$ cat src/rtl/uart_bus_bridge.sv
// uart_bus_bridge
// Core-side initiator for the UART peripheral's FIFO interface. It turns
// single-cycle CPU load/store strobes into TX-FIFO push pulses and RX-FIFO
// pop requests, behind a byte-wide register map:
//   addr 0 TXDATA (W), addr 1 RXDATA (R), addr 2 STATUS (R, clears flags),
//   addr 3 reserved (or IRQ_EN when the option is built in).
// STATUS layout: bit0 = RX data available, bit1 = rx_underflow (sticky),
//                bit2 = tx_drop (sticky), bits[7:3] = 0.
// Optional feature: define UART_BRIDGE_IRQ_EN to add o_uart_bridge_irq and a
// read/write IRQ_EN register at address 3 (bits[2:0] mask the STATUS bits).
module uart_bus_bridge #(
    parameter int TIMEOUT = 1024,
    parameter int CNT_W   = $clog2(TIMEOUT + 1)
) (
    input  logic       i_uart_bridge_clk,
    input  logic       i_uart_bridge_rst_n,
    input  logic [1:0] i_uart_bridge_addr,
    input  logic       i_uart_bridge_wen,
    input  logic       i_uart_bridge_ren,
    input  logic [7:0] i_uart_bridge_wdata,
    output logic [7:0] o_uart_bridge_rdata,
    output logic       o_uart_bridge_rvalid,
    output logic       o_uart_bridge_busy,
`ifdef UART_BRIDGE_IRQ_EN
    output logic       o_uart_bridge_irq,
`endif
    output logic       o_uart_tx_valid,
    output logic [7:0] o_uart_tx_pdata,
    input  logic       i_uart_fifo_full,
    output logic       o_uart_rx_request,
    input  logic [7:0] i_uart_rx_pdata,
    input  logic       i_uart_rx_empty
);

    typedef enum logic [1:0] {
        S_IDLE    = 2'd0,
        S_TX_WAIT = 2'd1,
        S_TX_PUSH = 2'd2,
        S_RX_POP  = 2'd3
    } state_t;

    localparam logic [1:0] A_TXDATA = 2'd0;
    localparam logic [1:0] A_RXDATA = 2'd1;
    localparam logic [1:0] A_STATUS = 2'd2;
    localparam logic [1:0] A_RSVD   = 2'd3;

    // TIMEOUT = 0 yields a zero-width CNT_W; keep at least one bit so the
    // counter stays legal (it is never compared in that configuration).
    localparam int            CW       = (CNT_W > 0) ? CNT_W : 1;
    localparam logic [CW-1:0] CNT_LAST = CW'((TIMEOUT > 0) ? (TIMEOUT - 1) : 0);

    state_t        r_state;
    state_t        w_state_nxt;
    logic [CW-1:0] r_cnt;
    logic          r_busy;
    logic          r_tx_valid;
    logic          r_rx_request;
    logic          r_rvalid;
    logic [7:0]    r_tx_pdata;
    logic [7:0]    r_rdata;
    logic          r_tx_drop;
    logic          r_rx_under;

    logic          w_accept;
    logic          w_wr;
    logic          w_rd;
    logic          w_tx_wr;
    logic          w_timeout;
    logic          w_drop_set;
    logic          w_under_set;
    logic          w_status_rd;
    logic          w_cfg_wr;
    logic          w_busy_nxt;
    logic          w_tx_valid_nxt;
    logic          w_rx_req_nxt;
    logic [7:0]    w_rdata_nxt;

`ifdef UART_BRIDGE_IRQ_EN
    logic [2:0]    r_irq_en;
    logic          r_irq;
`endif

    // Strobes are only honoured while not busy; a write wins over a read.
    assign w_accept    = ~r_busy;
    assign w_wr        = w_accept & i_uart_bridge_wen;
    assign w_rd        = w_accept & i_uart_bridge_ren & ~i_uart_bridge_wen;
    assign w_tx_wr     = w_wr & (i_uart_bridge_addr == A_TXDATA);
    assign w_timeout   = (TIMEOUT != 0) && (r_cnt == CNT_LAST);
    assign w_drop_set  = (r_state == S_TX_WAIT) & i_uart_fifo_full & w_timeout;
    assign w_under_set = w_rd & (i_uart_bridge_addr == A_RXDATA) & i_uart_rx_empty;
    assign w_status_rd = w_rd & (i_uart_bridge_addr == A_STATUS);

`ifdef UART_BRIDGE_IRQ_EN
    assign w_cfg_wr = w_wr & (i_uart_bridge_addr == A_RSVD);
`else
    assign w_cfg_wr = 1'b0;
`endif

    // State register; reset discards any pending push or pop.
    always_ff @(posedge i_uart_bridge_clk or negedge i_uart_bridge_rst_n) begin
        if (!i_uart_bridge_rst_n) begin
            r_state <= S_IDLE;
        end else begin
            r_state <= w_state_nxt;
        end
    end

    // Next-state logic: accept in IDLE, wait out back-pressure, single-cycle push/pop.
    always_comb begin
        w_state_nxt = r_state;
        case (r_state)
            S_IDLE: begin
                if (w_tx_wr) begin
                    w_state_nxt = S_TX_WAIT;
                end else if (w_rd && (i_uart_bridge_addr == A_RXDATA) && !i_uart_rx_empty) begin
                    w_state_nxt = S_RX_POP;
                end
            end
            S_TX_WAIT: begin
                if (!i_uart_fifo_full) begin
                    w_state_nxt = S_TX_PUSH;
                end else if (w_timeout) begin
                    w_state_nxt = S_IDLE;
                end
            end
            S_TX_PUSH: w_state_nxt = S_IDLE;
            S_RX_POP:  w_state_nxt = S_IDLE;
            default:   w_state_nxt = S_IDLE;
        endcase
    end

    // Output decode from the next state so the outputs below come straight off flops.
    always_comb begin
        w_busy_nxt     = (w_state_nxt != S_IDLE) | w_cfg_wr;
        w_tx_valid_nxt = (w_state_nxt == S_TX_PUSH);
        w_rx_req_nxt   = (w_state_nxt == S_RX_POP);
    end

    // Read-data mux for the register selected by an accepted read strobe.
    always_comb begin
        w_rdata_nxt = 8'h00;
        case (i_uart_bridge_addr)
            A_RXDATA: w_rdata_nxt = i_uart_rx_empty ? 8'h00 : i_uart_rx_pdata;
            A_STATUS: w_rdata_nxt = {5'b0, r_tx_drop, r_rx_under, ~i_uart_rx_empty};
`ifdef UART_BRIDGE_IRQ_EN
            A_RSVD:   w_rdata_nxt = {5'b0, r_irq_en};
`endif
            default:  w_rdata_nxt = 8'h00;
        endcase
    end

    // Registered handshake outputs.
    always_ff @(posedge i_uart_bridge_clk or negedge i_uart_bridge_rst_n) begin
        if (!i_uart_bridge_rst_n) begin
            r_busy       <= 1'b0;
            r_tx_valid   <= 1'b0;
            r_rx_request <= 1'b0;
        end else begin
            r_busy       <= w_busy_nxt;
            r_tx_valid   <= w_tx_valid_nxt;
            r_rx_request <= w_rx_req_nxt;
        end
    end

    // TX byte latch, timeout counter, read data and sticky flags (set beats clear).
    always_ff @(posedge i_uart_bridge_clk or negedge i_uart_bridge_rst_n) begin
        if (!i_uart_bridge_rst_n) begin
            r_tx_pdata <= 8'h00;
            r_cnt      <= '0;
            r_rdata    <= 8'h00;
            r_rvalid   <= 1'b0;
            r_tx_drop  <= 1'b0;
            r_rx_under <= 1'b0;
        end else begin
            r_rvalid <= w_rd;
            if (w_tx_wr) begin
                r_tx_pdata <= i_uart_bridge_wdata;
                r_cnt      <= '0;
            end else if ((r_state == S_TX_WAIT) && i_uart_fifo_full && !w_timeout) begin
                r_cnt <= r_cnt + CW'(1);
            end
            if (w_rd) begin
                r_rdata <= w_rdata_nxt;
            end
            r_tx_drop  <= w_drop_set  | (r_tx_drop  & ~w_status_rd);
            r_rx_under <= w_under_set | (r_rx_under & ~w_status_rd);
        end
    end

`ifdef UART_BRIDGE_IRQ_EN
    // IRQ enable register and level interrupt, re-evaluated every cycle.
    always_ff @(posedge i_uart_bridge_clk or negedge i_uart_bridge_rst_n) begin
        if (!i_uart_bridge_rst_n) begin
            r_irq_en <= 3'b000;
            r_irq    <= 1'b0;
        end else begin
            if (w_cfg_wr) begin
                r_irq_en <= i_uart_bridge_wdata[2:0];
            end
            r_irq <= |(r_irq_en & {r_tx_drop, r_rx_under, ~i_uart_rx_empty});
        end
    end

    assign o_uart_bridge_irq = r_irq;
`endif

    assign o_uart_bridge_rdata  = r_rdata;
    assign o_uart_bridge_rvalid = r_rvalid;
    assign o_uart_bridge_busy   = r_busy;
    assign o_uart_tx_valid      = r_tx_valid;
    assign o_uart_tx_pdata      = r_tx_pdata;
    assign o_uart_rx_request    = r_rx_request;

endmodule

$ cat config.mk
export PLATFORM = sky130hd
export DESIGN_NAME = uart_bus_bridge
export DESIGN_NICKNAME = d
export VERILOG_FILES = /design/src/rtl/uart_bus_bridge.sv
export SDC_FILE = /design/constraint.sdc
export NUM_CORES = 1
export LEC_CHECK = 0
export ABC_AREA = 1
export CAP_MARGIN = 20
export CORE_MARGIN = 5
export CORE_UTILIZATION = 51
export CTS_CLUSTER_DIAMETER = 120
export CTS_CLUSTER_SIZE = 25
export DETAILED_ROUTE_END_ITERATION = 16
export GPL_ROUTABILITY_DRIVEN = 0
export PLACE_DENSITY = 0.84
export SYNTH_ARGS = -nofsm -noshare
export SYNTH_HDL_FRONTEND = slang
export SYNTH_SLANG_ARGS = --single-unit
export TNS_END_PERCENT = 50
$ cat constraint.sdc
create_clock -name i_uart_bridge_clk -period 3.78 [get_ports i_uart_bridge_clk]
set_clock_uncertainty 0.2 [all_clocks]
set_input_delay 0.756 -clock i_uart_bridge_clk [delete_from_list [all_inputs] [get_ports i_uart_bridge_clk]]
set_output_delay 0.756 -clock i_uart_bridge_clk [all_outputs]
set_load 0.02 [all_outputs]
# After elaboration in Yosys (flattened, before gate mapping)
# Index checks and enable logic that the tools add are counted.
dict set report totals {
  ff_bits 35
  word_cells 56
}
dict set report op_classes {
  add_sub_neg 1
  n_eq_ne 8
  mux 9
  bitwise 17
  n_reduce_logical 11
}
# operator count
set ops {}
lappend ops {{two-way mux 11 bit} 2}
lappend ops {{one-hot mux 8 bit (2 select lines)} 1}
lappend ops {{adder 11 x 1 -> 11 bit, second input constant} 1}
lappend ops {{AND 1 bit} 11}
lappend ops {{== test 11 x 10 -> 1 bit, second input constant} 1}
lappend ops {{== test 2 bit, second input constant} 5}
lappend ops {{two-way mux 2 bit} 4}
lappend ops {{two-way mux 8 bit} 1}
lappend ops {{one-hot mux 2 bit (3 select lines)} 1}
lappend ops {{== test 2 x 1 -> 1 bit, second input constant} 2}
lappend ops {{logical AND 1 bit} 4}
lappend ops {{logical NOT 2 bit} 2}
lappend ops {{inverter 1 bit} 4}
lappend ops {{nonzero test 2 bit} 2}
lappend ops {{logical NOT 1 bit} 2}
lappend ops {{OR 1 bit} 2}
lappend ops {{OR reduction 2 bit} 1}

# Logic depth before layout (Yosys ltp)
dict set report logic_depth {
  depth_word 9
  mapped_depth 10
  ltp_nobuf 9
}

# Worst setup path before layout
# OpenSTA, ideal clock, no wires.
dict set report synth_timing {
  kind {input to register}
  startpoint {in i_uart_bridge_addr[0]}
  endpoint {reg r_cnt[4]}
  setup_time_ns 0.065
  arrival_ns 1.658
  setup_slack_ns 1.858
  stages 9
  n_path_buf 2
  cell_sequence {inv_1 -> ha_1 -> nand3_1 -> buf_2 -> inv_1 -> buf_2 -> nor2_1 -> nand2_1 -> nand2_1}
}
dict set report synth_via {
  elab_chain_len 3
  elab_cells_between_ends 4
  cone_classes {1 x mux; 1 x bitwise; 2 x reduce/logical}
}
# item line_no
set synth_lines {}
lappend synth_lines {{start, declared} 17} ;# input logic [1:0] i_uart_bridge_addr,
lappend synth_lines {{logical NOT 2 bit (*)} 87} ;# assign w_tx_wr = w_wr & (i_uart_bridge_addr == A_TXDATA);
lappend synth_lines {{AND 1 bit (*)} 87}
lappend synth_lines {{two-way mux 11 bit / nonzero test 2 bit (equally long branches)} n/a}
lappend synth_lines {{end signal, assigned} 180} ;# r_cnt <= r_cnt + CW'(1);
lappend synth_lines {{end, declared} 54} ;# logic [CW-1:0] r_cnt;
# Every way passes the cells marked *; elsewhere a longest branch is shown, timed or not.
# A chain may end at the register's enable or synchronous reset.

# Worst setup path after layout
dict set report layout_timing {
  startpoint {in i_uart_bridge_wen}
  endpoint {reg r_rdata[7], in the netlist o_uart_bridge_rdata[7]}
}
dict set report layout_via {
  elab_chain_len 2
}
# item line_no
set layout_lines {}
lappend layout_lines {{start, declared} 18} ;# input logic i_uart_bridge_wen,
lappend layout_lines {{inverter 1 bit} 86} ;# assign w_rd = w_accept & i_uart_bridge_ren & ~i_uart_bridge_wen;
lappend layout_lines {{AND 1 bit} 86}
lappend layout_lines {{end signal, assigned} 183} ;# r_rdata <= w_rdata_nxt;
lappend layout_lines {{end, declared} 60} ;# logic [7:0] r_rdata;
# No other way between the ends.

==> metrics.yaml <==
floorplan:
  die_x_um: 66.91
  pin_count: 44
  die_y_um: 66.91
  fp.coreArea_mm2: 0.003078
  dieArea_mm2: 0.004476
  rows: 20
  start_util_pct: 53.66
logic_synthesis:
  synth.top_cell.area_share_pct: 53.03
  yosysWarnings: 0
  ys_ff_latch: 35
  synthMostInstantiatedCell: "nand2_1"
  synth.distinct_cells: 21
  yosys.area.top_type: "dfrtp_1"
  synthTopCellsByCount: "nand2_1, dfrtp_1, nor2_1"
  syn_inst: 207
  synth-edff-count: 0
  yosys_most_used_dff: "dfrtp_1"
  syn_nets: 235
  avgSynthCellArea_um2: 7.979
  netlist_area_mm2: 0.001652
  ys_seq_area_share_pct: 53.03
  ys_async_sr_fraction_pct: 100.0
  synth.area.top_cells: "dfrtp_1, nand2_1, nand3_1, nor2_1, inv_1"
clocking:
  post_cts_buffers: 0
  hold_buffers: 0
  cts_buffers: 5
  clock-root-buffer: "clkbuf_4"
  cts.sinks: 35
  clkSlewWorstSetupHoldPaths_ps: 110
  tritoncts: "done"
  htree_num_levels: 2
  clkLatencyLatePin_ps: 340
  cts_buffer_depth: 2
  cts_resized: 0
layout:
  regArea_um2: 875.8
  multiInputGateArea_um2: 674.4
  finalNonFillerCells: 299
  layout.nets: 282
  fill_cells: 233
  syn2layout_area_growth_pct: 32.65
  drive_above_1_share_pct: 6.275
  post-route-util_pct: 71.18
  antenna-diode-count: 0
grt:
  grt_pass1_wl_um: 6375
  antenna_found_initial: 0
  grt_usage_pct: 19.17
  overflow: 0
  grt_pass1_vias: 1457
  grt_max_degree: 36
job:
  maxCapViolations: 0
critical_path:
  critPathCaptureType: "register"
  critPathArrivalTime_ps: 2550
  cp_max_fo: 12
  start_kind: "input port"
  r2r_slack_ps: 1780
  required_ps: 3870
  path_class: "in -> reg"
sta:
  hold_viol_final: 0
  worst_slack_ps: 1313
  fin_crit_ps: 2467
  finalSetupTns_ps: 0
  max_slew_margin_pct: 65.92
  fmax_mhz: 405.4
  finalSetupViolations: 0
  rsz0062_at_grt: "false"
  worst-slew-pin-transition_ps: 509.4
  slew_viol_final: 0
  finalCritPeriodShare_pct: 65.25
outcome:
  status: "finished clean"
pwr:
  pwr-share-seq_pct: 49.4
  pwr-share-comb_pct: 26.0
  clkPwrFrac_pct: 24.6
  p_sw_share_pct: 31.08
  cellPowerDensity_mw_per_mm2: 431.6
  power.leakage_nw: 1.107
  ir_drop_v: 0.0003039
  power.total_w: 0.0009456
  power.internal_w: 0.0006517
  switchingPower_w: 0.0002939
drt:
  num_vias: 1440
  viasPerCell: 4.816
  first_pass_iters: 5
  wl_per_cell_um: 11.98
  drc_errors: 0
  wirelength_um: 3581
  drt_iter0_markers: 82
  final_antenna_net_count: 0
placement:
  dp_slack_ps: 966.3
  io_buffers: 43
  dp_cells: 291
  dp_hpwl_um: 2650
worst_hold_path:
  hold_class: "reg -> reg"
## cells in the final DEF (no fill, tap or decap), drive strengths merged, types with 4 or more instances in the layout
cell / count
ha: 4
o21ai: 6
nand3: 17
clkbuf: 8
nand2: 88
inv: 19
nor2: 21
clkdlybuf4s50: 43
dfrtp: 35
nand4: 5
## registers in the layout, indices dropped and copies added (netlist names)
register / flops
o_uart_bridge_rdata: 8
o_uart_rx_request: 1
r_cnt: 11
o_uart_bridge_busy: 1
o_uart_tx_pdata: 8
o_uart_tx_valid: 1
r_tx_drop: 1
r_rx_under: 1
o_uart_bridge_rvalid: 1
r_state: 2
## cell families (layout without fill, tap and decap cells)
group                      after synthesis  after routing  synth area share [%]
xor gates and xnor gates                 2              2                 1.061
adders and majority gates                4              4                 3.030
buffers and inverters                   24             72                 6.135
DFF                                     35             35                 53.03
AOI/OAI and AO/OA                        8              8                 2.955
and+or+nand+nor                        134            134                 33.79
## worst max-delay path, stage by stage
cell,delay (ps)
clkdlybuf4s50_1,440
nand3b_1,430
nor2_1,240
inv_1,80
nor2_1,400
nand2_1,110
nand2_1,90
## area by class of cell
cell class,instances,share of cell area [%]
Clock buffer,8,3.141
Inverter,19,3.255
Multi-Input combinational cell,148,30.78
Sequential cell,35,39.98
Tap cell,44,2.513
Timing Repair Buffer,45,20.33
## worst paths after layout
path	from	to	cells past startpoint
worst max-delay path	i_uart_bridge_wen	o_uart_bridge_rdata[7]	7
max in group asynchronous	i_uart_bridge_rst_n	r_cnt[10]	2
worst min register to register	o_uart_tx_pdata[0]	o_uart_tx_pdata[0]	2
min in group asynchronous	i_uart_bridge_rst_n	o_uart_bridge_rdata[7]	2
worst max register to register	o_uart_bridge_busy	o_uart_bridge_rdata[7]	7
worst min-delay path	o_uart_tx_pdata[0]	o_uart_tx_pdata[0]	2
## power by group through the flow
stage          sequential [W]  combinational [W]  clock [W]
6_report             0.000467           0.000246   0.000232
5_1_grt              0.000476           0.000267   0.000260
4_1_cts              0.000467           0.000250   0.000240
3_5_place_dp         0.000474           0.000249          0
3_3_place_gp         0.000473           0.000243          0
2_1_floorplan        0.000512          0.0000853          0
## through the flow
step | area (um^2) | hold slack, ps
finish | 2191 | 291.5
global route | 2191 | 323.9
CTS | 2191 | 294.7
detailed placement | 2122 | 268.0
global placement | 2122 | 261.0
floorplan | 1652 | 258.9
## metal layers
layer / track usage, % / wire length [um]
met1: 21.00 / 1573
met2: 33.79 / 1744
met3: 5.228 / 186
met4: 9.367 / 77
met5: 0 / 0
Note: power is estimated with default switching activity, not from simulation.
